$ cat src/rtl/ashley_led_decoder.sv
// Receive-side decoder for the ashley LED ring: filters the five LED lines and
// tracks ring position, rotation direction, revolutions and sequence errors.
module ashley_led_decoder #(
    parameter int STABLE_CYCLES = 4,
    parameter int CNT_W         = 8
) (
    input  logic             clk,
    input  logic             nRst,
    input  logic             led_d1_top,
    input  logic             led_d2_right,
    input  logic             led_d3_bottom,
    input  logic             led_d4_left,
    input  logic             led_d5_middle,
    output logic [1:0]       pos,
    output logic             pos_valid,
    output logic             dir,
    output logic             locked,
    output logic             mid,
    output logic             step,
    output logic             rev,
    output logic             err,
    output logic [CNT_W-1:0] rev_count,
    output logic [CNT_W-1:0] err_count
);

    localparam int SCW = $clog2(STABLE_CYCLES + 2);
    // Counter parks one above the accept value so each stable code is accepted once.
    localparam logic [SCW-1:0] ACCEPT_CNT = SCW'(STABLE_CYCLES);
    localparam logic [SCW-1:0] SAT_CNT    = SCW'(STABLE_CYCLES + 1);

    typedef enum logic [1:0] {
        ST_IDLE    = 2'd0,
        ST_LOCKING = 2'd1,
        ST_TRACK   = 2'd2
    } state_t;

    function automatic logic ring_onehot(input logic [3:0] ring);
        return (ring != 4'd0) && ((ring & (ring - 4'd1)) == 4'd0);
    endfunction

    function automatic logic [1:0] ring_index(input logic [3:0] ring);
        logic [1:0] idx;
        case (ring)
            4'b0010: idx = 2'd1;
            4'b0100: idx = 2'd2;
            4'b1000: idx = 2'd3;
            default: idx = 2'd0;
        endcase
        return idx;
    endfunction

    logic [4:0]       raw_s;
    logic [4:0]       sync1_q, sync2_q, prev_q;
    logic [SCW-1:0]   stab_q, stab_d;
    logic             accept_s;
    logic             ring_pos_s, ring_blank_s;
    logic [1:0]       ring_idx_s;
    logic [1:0]       pos_inc_s, pos_dec_s, pos_exp_s;

    state_t           state_q, state_d;
    logic [1:0]       pos_q, pos_d;
    logic             pos_valid_q, pos_valid_d;
    logic             dir_q, dir_d;
    logic             locked_q, locked_d;
    logic             mid_q, mid_d;
    logic             step_q, step_d;
    logic             rev_q, rev_d;
    logic             err_q, err_d;
    logic [1:0]       step_cnt_q, step_cnt_d;
    logic [CNT_W-1:0] rev_count_q, rev_count_d;
    logic [CNT_W-1:0] err_count_q, err_count_d;

    assign raw_s = {led_d5_middle, led_d4_left, led_d3_bottom, led_d2_right, led_d1_top};

    // Synchroniser, previous-code register and stability counter.
    always_ff @(posedge clk or negedge nRst) begin
        if (!nRst) begin
            sync1_q <= 5'd0;
            sync2_q <= 5'd0;
            prev_q  <= 5'd0;
            stab_q  <= '0;
        end else begin
            sync1_q <= raw_s;
            sync2_q <= sync1_q;
            prev_q  <= sync2_q;
            stab_q  <= stab_d;
        end
    end

    // Stability counter next value and acceptance strobe.
    always_comb begin
        stab_d = stab_q;
        if (sync2_q != prev_q) begin
            stab_d = '0;
        end else if (stab_q != SAT_CNT) begin
            stab_d = stab_q + {{(SCW-1){1'b0}}, 1'b1};
        end else begin
            stab_d = stab_q;
        end
        accept_s     = (sync2_q == prev_q) && (stab_q == ACCEPT_CNT);
        ring_pos_s   = ring_onehot(sync2_q[3:0]);
        ring_blank_s = (sync2_q[3:0] == 4'd0);
        ring_idx_s   = ring_index(sync2_q[3:0]);
        pos_inc_s    = pos_q + 2'd1;
        pos_dec_s    = pos_q - 2'd1;
        pos_exp_s    = dir_q ? pos_dec_s : pos_inc_s;
    end

    // Sequence FSM next-state and output decode.
    always_comb begin
        state_d     = state_q;
        pos_d       = pos_q;
        pos_valid_d = pos_valid_q;
        dir_d       = dir_q;
        mid_d       = mid_q;
        step_d      = 1'b0;
        rev_d       = 1'b0;
        err_d       = 1'b0;
        step_cnt_d  = step_cnt_q;
        rev_count_d = rev_count_q;

        if (accept_s) begin
            mid_d = sync2_q[4];
            if (!ring_pos_s && !ring_blank_s) begin
                err_d       = 1'b1;
                state_d     = ST_IDLE;
                pos_valid_d = 1'b0;
                step_cnt_d  = 2'd0;
            end else if (ring_blank_s) begin
                state_d = state_q;
            end else begin
                case (state_q)
                    ST_IDLE: begin
                        state_d     = ST_LOCKING;
                        pos_d       = ring_idx_s;
                        pos_valid_d = 1'b1;
                    end
                    ST_LOCKING: begin
                        if (ring_idx_s == pos_q) begin
                            state_d = ST_LOCKING;
                        end else if (ring_idx_s == pos_inc_s || ring_idx_s == pos_dec_s) begin
                            dir_d      = (ring_idx_s == pos_dec_s);
                            state_d    = ST_TRACK;
                            pos_d      = ring_idx_s;
                            step_d     = 1'b1;
                            step_cnt_d = 2'd1;
                        end else begin
                            err_d = 1'b1;
                            pos_d = ring_idx_s;
                        end
                    end
                    ST_TRACK: begin
                        if (ring_idx_s == pos_exp_s) begin
                            step_d = 1'b1;
                            pos_d  = ring_idx_s;
                            if (step_cnt_q == 2'd3) begin
                                rev_d       = 1'b1;
                                step_cnt_d  = 2'd0;
                                rev_count_d = rev_count_q + {{(CNT_W-1){1'b0}}, 1'b1};
                            end else begin
                                step_cnt_d = step_cnt_q + 2'd1;
                            end
                        end else if (ring_idx_s == pos_q) begin
                            state_d = ST_TRACK;
                        end else begin
                            err_d      = 1'b1;
                            state_d    = ST_LOCKING;
                            pos_d      = ring_idx_s;
                            step_cnt_d = 2'd0;
                        end
                    end
                    default: begin
                        state_d     = ST_IDLE;
                        pos_valid_d = 1'b0;
                        step_cnt_d  = 2'd0;
                    end
                endcase
            end
        end else begin
            state_d = state_q;
        end

        if (err_d && (err_count_q != {CNT_W{1'b1}})) begin
            err_count_d = err_count_q + {{(CNT_W-1){1'b0}}, 1'b1};
        end else begin
            err_count_d = err_count_q;
        end
        locked_d = (state_d == ST_TRACK);
    end

    // FSM state and registered outputs.
    always_ff @(posedge clk or negedge nRst) begin
        if (!nRst) begin
            state_q     <= ST_IDLE;
            pos_q       <= 2'd0;
            pos_valid_q <= 1'b0;
            dir_q       <= 1'b0;
            locked_q    <= 1'b0;
            mid_q       <= 1'b0;
            step_q      <= 1'b0;
            rev_q       <= 1'b0;
            err_q       <= 1'b0;
            step_cnt_q  <= 2'd0;
            rev_count_q <= '0;
            err_count_q <= '0;
        end else begin
            state_q     <= state_d;
            pos_q       <= pos_d;
            pos_valid_q <= pos_valid_d;
            dir_q       <= dir_d;
            locked_q    <= locked_d;
            mid_q       <= mid_d;
            step_q      <= step_d;
            rev_q       <= rev_d;
            err_q       <= err_d;
            step_cnt_q  <= step_cnt_d;
            rev_count_q <= rev_count_d;
            err_count_q <= err_count_d;
        end
    end

    assign pos       = pos_q;
    assign pos_valid = pos_valid_q;
    assign dir       = dir_q;
    assign locked    = locked_q;
    assign mid       = mid_q;
    assign step      = step_q;
    assign rev       = rev_q;
    assign err       = err_q;
    assign rev_count = rev_count_q;
    assign err_count = err_count_q;

endmodule

$ cat config.mk
export PLATFORM = sky130hd
export DESIGN_NAME = ashley_led_decoder
export DESIGN_NICKNAME = d
export VERILOG_FILES = /design/src/rtl/ashley_led_decoder.sv
export SDC_FILE = /design/constraint.sdc
export NUM_CORES = 1
export LEC_CHECK = 0
export ABC_AREA = 0
export CORE_ASPECT_RATIO = 0.9
export CORE_UTILIZATION = 45
export CTS_CLUSTER_SIZE = 40
export DETAILED_ROUTE_END_ITERATION = 10
export PLACE_DENSITY = 0.7
export SLEW_MARGIN = 5
export SYNTH_ARGS = -nofsm -noshare
export SYNTH_HDL_FRONTEND = slang
export SYNTH_SLANG_ARGS = --single-unit
$ cat constraint.sdc
create_clock -name clk -period 4.84 [get_ports clk]
set_clock_uncertainty 0.05 [all_clocks]
set_input_delay 0.726 -clock clk [delete_from_list [all_inputs] [get_ports clk]]
set_output_delay 0.726 -clock clk [all_outputs]
set_load 0.02 [all_outputs]
==> flow_summary_export.csv, run 1 <==
group,metric,value,unit
yosys,yosys_register_bits,47,
setup_path,cp.required,4.98,ns
global_routing,grt_pass1_wl,7710,um
setup_path,cp_slowest_cell,"or4_4",
floorplanning,start_util,0.480,
timing,fmax,0.376,GHz
clock_tree,cts.sinks,47,
pwr,vdd_drop_max,0.262,mV
timing,worstMarginPinSlew,1.01,ns
yosys,synth_cell_types,48,
setup_path,worstPathArrival,2.80,ns
setup_path,cp-end-kind,"flop",
setup_path,regToRegStartpoint,"stab_q[1]$_DFFE_PN0P_",
clock_tree,postCtsSetupRepairBufs,0,
clock_tree,cts_max_level,2,
global_routing,grt_overflow_total,0,
clock_tree,cts_tree,"built",
route,final_antenna_net_count,0,
timing,slew-limit-headroom,0.328,
finish,synthToLayoutAreaGrowth,17.0,%
yosys,synth-edff-count,0,
place,hpwl,3070,um
setup_path,cp_num_buf_inv,1,
route,drc,0,
timing,min_period,2.66,ns
yosys,syn_inst,225,
finish,fillCellCount,458,
pwr,leakage,1.19,nW
yosys,syn_nets,243,
setup_path,path_cells,"inv_1 -> ha_1 -> nand2_1 -> or4_4 -> or2_1 -> nor2_1 -> and4_1 -> mux2_2",
setup_path,cpPeakStageDelay,0.56,ns
timing,setup_viol,0,
outcome,status,"completed",
floorplanning,placementRows,24,
route,vias,1743,
clock_tree,cts_root_buf,"clkbuf_8",
setup_path,r2r-end,"rev_count[1]$_DFFE_PN0P_",
floorplanning,coreArea,4950,um^2
min_path,hold_path_end,"sync2_q[0]$_DFF_PN0_",
yosys,ys_dominant_reg_cell,"dfrtp_1",
timing,period_share,0.549,
route,drtPass1Iterations,4,
clock_tree,clock_path_buffers,2,
global_routing,first_global_vias,1659,
route,drt_iter0_drc,97,
setup_path,ff2ff_setup_slack,2.18,ns
setup_path,reg2reg_depth,8,
setup_path,criticalPathCategory,"flop to flop",
route,wirelength,4410,um
min_path,hp-class,"flop to flop",
yosys,synth_async_sr_flop_share,1.00,
timing,maxSlewViolCount,0,
global_routing,gr-usage-all-layers,0.176,
timing,grt_setup_unrepaired,"false",
global_routing,grt_max_degree,48,
finish,final_cells,317,
yosys,synth_top_cell_by_area,"dfrtp_1",
job,drv_cap,0,
place,port_buffers,31,
timing,final.setup.tns,0,ns
setup_path,cp_max_fo,9,
floorplanning,io_pins,32,
finish,num_antenna_cells,0,
finish,drive_above_1_share,0.0714,
timing,hold_viol,0,
place,place_inst,309,
setup_path,cp_top_family,"simple AND/OR/NAND/NOR gates",
yosys,seq_area_frac_synth,0.494,
min_path,min_path_cells,0,
yosys,ys_warn_count,0,
clock_tree,clk_transition_reported_paths,0.09,ns
yosys,synth_area_leaders,"dfrtp_1 (49%), xnor2_1 (7.0%), ha_1 (5.8%), nand2_1 (3.8%), mux2_2 (2.8%)",
yosys,yosysTopAreaCellShare,0.494,
clock_tree,clock_latency,0.30,ns
global_routing,grt_antenna_before_repair,0,
floorplanning,die_y,71.0,um
yosys,synth_area,2380,um^2
pwr,power_density,242,nW/um^2
finish,final_nets,269,
floorplanning,dieArea,5580,um^2
setup_path,cp-start-kind,"flop",
min_path,min_from,"sync1_q[0]$_DFF_PN0_",
floorplanning,die_w,78.6,um
clock_tree,ctsResizeCount,0,
yosys,synth.avg_cell_area,10.6,um^2
route,viasPerCell,5.50,
clock_tree,cts_inserted_buffers,5,
route,wl_per_cell,13.9,um
place,place.gp.congestion,0.887,
clock_tree,cts_hold_buf,0,
-- worst max path at each step --
stage | startpoint | endpoint | cells after the start | slack (ns)
2_1_floorplan | stab_q[0]$_DFFE_PN0P_ | rev_count[1]$_DFFE_PN0P_ | 10 | 2.40
3_3_place_gp | stab_q[0]$_DFFE_PN0P_ | rev_count[1]$_DFFE_PN0P_ | 8 | 2.23
3_5_place_dp | stab_q[0]$_DFFE_PN0P_ | rev_count[1]$_DFFE_PN0P_ | 8 | 2.17
4_1_cts | stab_q[0]$_DFFE_PN0P_ | rev_count[1]$_DFFE_PN0P_ | 8 | 2.17
5_1_grt | stab_q[0]$_DFFE_PN0P_ | rev_count[5]$_DFFE_PN0P_ | 9 | 1.98
6_report | stab_q[1]$_DFFE_PN0P_ | rev_count[1]$_DFFE_PN0P_ | 8 | 2.18
-- power by group --
group | switching, mW | internal, mW | leakage [nW] | total [mW]
clock | 0.132 | 0.104 | 0.0454 | 0.235
combinational | 0.0208 | 0.0128 | 0.518 | 0.0336
sequential | 0.00593 | 0.399 | 0.622 | 0.405
-- metrics by stage --
step	cell area [um^2]	total power [mW]	worst slack, ns	util	hold WS, ns
finish	2780	0.674	2.18	0.562	0.304
global route	2780	0.702	1.98	0.562	0.317
detailed placement	2690	0.447	2.17	0.543	0.285
global placement	2690	0.446	2.23	0.543	0.282
floorplan	2380	0.432	2.40	-	0.281
CTS	2780	0.685	2.17	0.562	0.306
-- flip-flops by register name, summed over array words and instances, names as in the netlist --
| register | count |
|---|---|
| err_count | 8 |
| rev_count | 8 |
| prev_q | 5 |
| sync1_q | 5 |
| sync2_q | 5 |
| stab_q | 3 |
| pos | 2 |
| state_q | 2 |
| step_cnt_q | 2 |
| dir | 1 |
| err | 1 |
| locked | 1 |
| mid | 1 |
| pos_valid | 1 |
| rev | 1 |
| step | 1 |
-- cell type report --
| class | count | area, um^2 | share of cell area |
|---|---|---|---|
| clock buffers | 6 | 72.6 | 0.0261 |
| inverters | 7 | 26.3 | 0.00944 |
| multi-input cells | 159 | 1100 | 0.397 |
| well taps | 65 | 81.3 | 0.0292 |
| flip-flops and latches | 47 | 1180 | 0.423 |
| clock inverters | 2 | 17.5 | 0.00629 |
| repair buffers | 31 | 305 | 0.110 |
-- layout by cell type, fill, tap and decap left out, types with 7 or more instances in the layout --
master	instances
nor2_1	15
nand2_1	24
inv_1	7
xnor2_1	19
a21oi_1	7
clkdlybuf4s50_1	30
dfrtp_1	47
nand3_1	8
ha_1	11
nand4_1	9
-- worst register-to-register path: cells and delay by family (launching register included) --
| kind | cells | cell delay [ns] |
|---|---|---|
| simple gates | 5 | 1.50 |
| mux | 1 | 0.37 |
| fa+ha+maj | 1 | 0.14 |
| buf+inv | 1 | 0.09 |
| flops | 1 | 0.41 |
-- layer usage --
| metal | routed length, um | GRT usage | part of all wire |
|---|---|---|---|
| met5 | 0 | 0 | 0 |
| met4 | 54 | 0.0535 | 0.012 |
| met3 | 198 | 0.0361 | 0.045 |
| met2 | 1920 | 0.268 | 0.44 |
| met1 | 2230 | 0.254 | 0.51 |
-- cells by family (layout without fill, tap and decap cells) --
kind of cell | Yosys count | in the layout | share of synthesized area
muxes | 10 | 10 | 0.0452
buffers and inverters | 19 | 46 | 0.0416
DFF | 47 | 47 | 0.494
xor gates and xnor gates | 25 | 25 | 0.0984
and+or+nand+nor | 80 | 80 | 0.169
adders and majority gates | 12 | 12 | 0.0621
AOI/OAI and AO/OA | 32 | 32 | 0.0889
-- synthesized netlist by cell type, types with 2 or more instances --
cell	number
a21oi_1	7
a31oi_1	3
and3_1	5
buf_4	3
buf_6	2
clkbuf_1	5
dfrtp_1	47
ha_1	11
inv_1	7
mux2_2	6
mux2i_1	4
nand2_1	24
nand3_1	8
nand4_1	9
nor2_1	15
nor3_1	4
o211ai_1	2
o21ai_0	5
o22ai_1	3
o31ai_1	2
or3_1	4
xnor2_1	19
xor2_1	5
(Power assumes the default switching activity.)
==> run 2: changes to the inputs <==
==> constraint.sdc (replaced) <==
create_clock -name clk -period 2.7 [get_ports clk]
set_clock_uncertainty 0.05 [all_clocks]
set_input_delay 0.405 -clock clk [delete_from_list [all_inputs] [get_ports clk]]
set_output_delay 0.405 -clock clk [all_outputs]
set_load 0.02 [all_outputs]
==> flow_summary_export.csv, run 2 (synthesis gave the netlist of run 1 again) <==
group,metric,value,unit
setup_path,path_cells,"xnor2_1 -> or3_1 -> xor3_1 -> mux2i_1 -> and4_2 -> mux2_2",
clock_tree,clock_latency,0.29,ns
setup_path,cp_max_fo,9,
route,wl_per_cell,13.6,um
finish,mostFrequentLayoutCell,"dfrtp_1",
finish,final_cell_area,2850,um^2
pwr,finalPower,1.19,mW
floorplanning,coreArea,4950,um^2
clock_tree,postCtsSetupRepairBufs,0,
clock_tree,cts_root_buf,"clkbuf_8",
pwr,vdd_drop_max,0.307,mV
finish,final_core_util,0.576,
finish,drive_above_1_share,0.119,
route,final_antenna_net_count,0,
setup_path,cp.required,2.83,ns
min_path,hp-class,"input pin to async pin",
timing,worstMarginPinSlew,0.458,ns
floorplanning,dieArea,5580,um^2
timing,hold_viol,4,
setup_path,cp-start-kind,"flop",
timing,holdWs,-0.00159,ns
global_routing,first_global_vias,1652,
floorplanning,start_util,0.480,
clock_tree,clock_path_buffers,2,
timing,final.setup.tns,0,ns
place,hpwl,3250,um
route,viasPerCell,5.34,
setup_path,cpPeakStageDelay,0.49,ns
global_routing,gr-usage-all-layers,0.179,
global_routing,grt_max_degree,28,
floorplanning,die_y,71.0,um
route,vias,1741,
timing,setup_viol,0,
global_routing,grt_pass1_wl,7760,um
timing,fmax,0.401,GHz
finish,regArea,1180,um^2
route,drt_iter0_drc,86,
floorplanning,placementRows,24,
route,wirelength,4450,um
route,drc,0,
timing,slew-limit-headroom,0.695,
timing,maxSlewViolCount,0,
finish,final_cell_mix,"dfrtp_1 (47), clkdlybuf4s50_1 (30), nand2_1 (23)",
floorplanning,io_pins,32,
clock_tree,cts_max_level,2,
pwr,leakage,1.23,nW
finish,num_antenna_cells,0,
setup_path,reg2reg_depth,6,
clock_tree,cts_hold_buf,0,
place,port_buffers,31,
finish,final_nets,278,
pwr,power_density,418,nW/um^2
finish,fillCellCount,433,
timing,period_share,0.923,
job,drv_cap,0,
setup_path,worstPathArrival,2.62,ns
clock_tree,clk_transition_reported_paths,0.08,ns
clock_tree,cts_inserted_buffers,5,
global_routing,grt_antenna_before_repair,0,
finish,multi_input_area,1110,um^2
outcome,violations,"hold timing",
outcome,status,"complete, but fails checks",
place,dpl_worst_slack,0.156,ns
place,place_area,2760,um^2
finish,synthToLayoutAreaGrowth,19.9,%
timing,min_period,2.49,ns
timing,grt_setup_unrepaired,"false",
setup_path,criticalPathCategory,"flop to flop",
setup_path,cp-end-kind,"flop",
floorplanning,die_w,78.6,um
route,drtPass1Iterations,4,
clock_tree,ctsResizeCount,0,
global_routing,grt_overflow_total,0,
clock_tree,cts_tree,"built",
clock_tree,cts.sinks,47,
timing,fin_ws,0.207,ns
place,place.gp.congestion,0.844,
setup_path,cp_slowest_cell,"dfrtp_1",
[run 2: area by class of cell]
type / instances / share of cell area
clock buffer: 5 / 0.0241
tap: 65 / 0.0285
sequential: 47 / 0.412
clock inverter: 3 / 0.00526
multi-input combinational: 159 / 0.390
timing repair buffer: 40 / 0.131
inverter: 7 / 0.00921
[run 2: worst paths after layout]
| kind | slack [ns] | from | end |
|---|---|---|---|
| max | 0.21 | sync2_q[3]$_DFF_PN0_ | rev_count[1]$_DFFE_PN0P_ |
| max reg2reg | 0.21 | sync2_q[3]$_DFF_PN0_ | rev_count[1]$_DFFE_PN0P_ |
| min reg2reg | 0.30 | sync1_q[0]$_DFF_PN0_ | sync2_q[0]$_DFF_PN0_ |
| min | -0.002 | nRst | err_count[3]$_DFFE_PN0P_ |
| min in group clk | 0.30 | sync1_q[0]$_DFF_PN0_ | sync2_q[0]$_DFF_PN0_ |
| max in group asynchronous | 1.90 | nRst | rev_count[7]$_DFFE_PN0P_ |
[run 2: critical path, delay by kind of cell, from the launching register on]
| kind | cells | cell delay (ns) |
|---|---|---|
| and+or+nand+nor | 2 | 0.81 |
| xor gates and xnor gates | 2 | 0.41 |
| muxes | 2 | 0.61 |
| DFF | 1 | 0.49 |
[run 2: per-stage QoR]
step | hold slack (ns) | cells
after floorplan | 0.0594 | 225
after global placement | 0.283 | 318
after detailed placement | 0.285 | 318
after CTS | 0.0103 | 326
after global routing | 0.0188 | 326
final | -0.00159 | 326
[run 2: routing by layer]
metal | vias to the layer above | routed length [um] | global-route usage
met1 | 838 | 2270 | 0.267
met5 | - | 0 | 0
met3 | 5 | 171 | 0.0271
li1 | 857 | - | -
met2 | 41 | 1950 | 0.263
met4 | 0 | 57 | 0.0679
[run 2: power by group]
group          switching (mW)  internal, mW
clock                   0.224         0.177
combinational          0.0373        0.0262
sequential             0.0112         0.715
total                   0.273         0.919
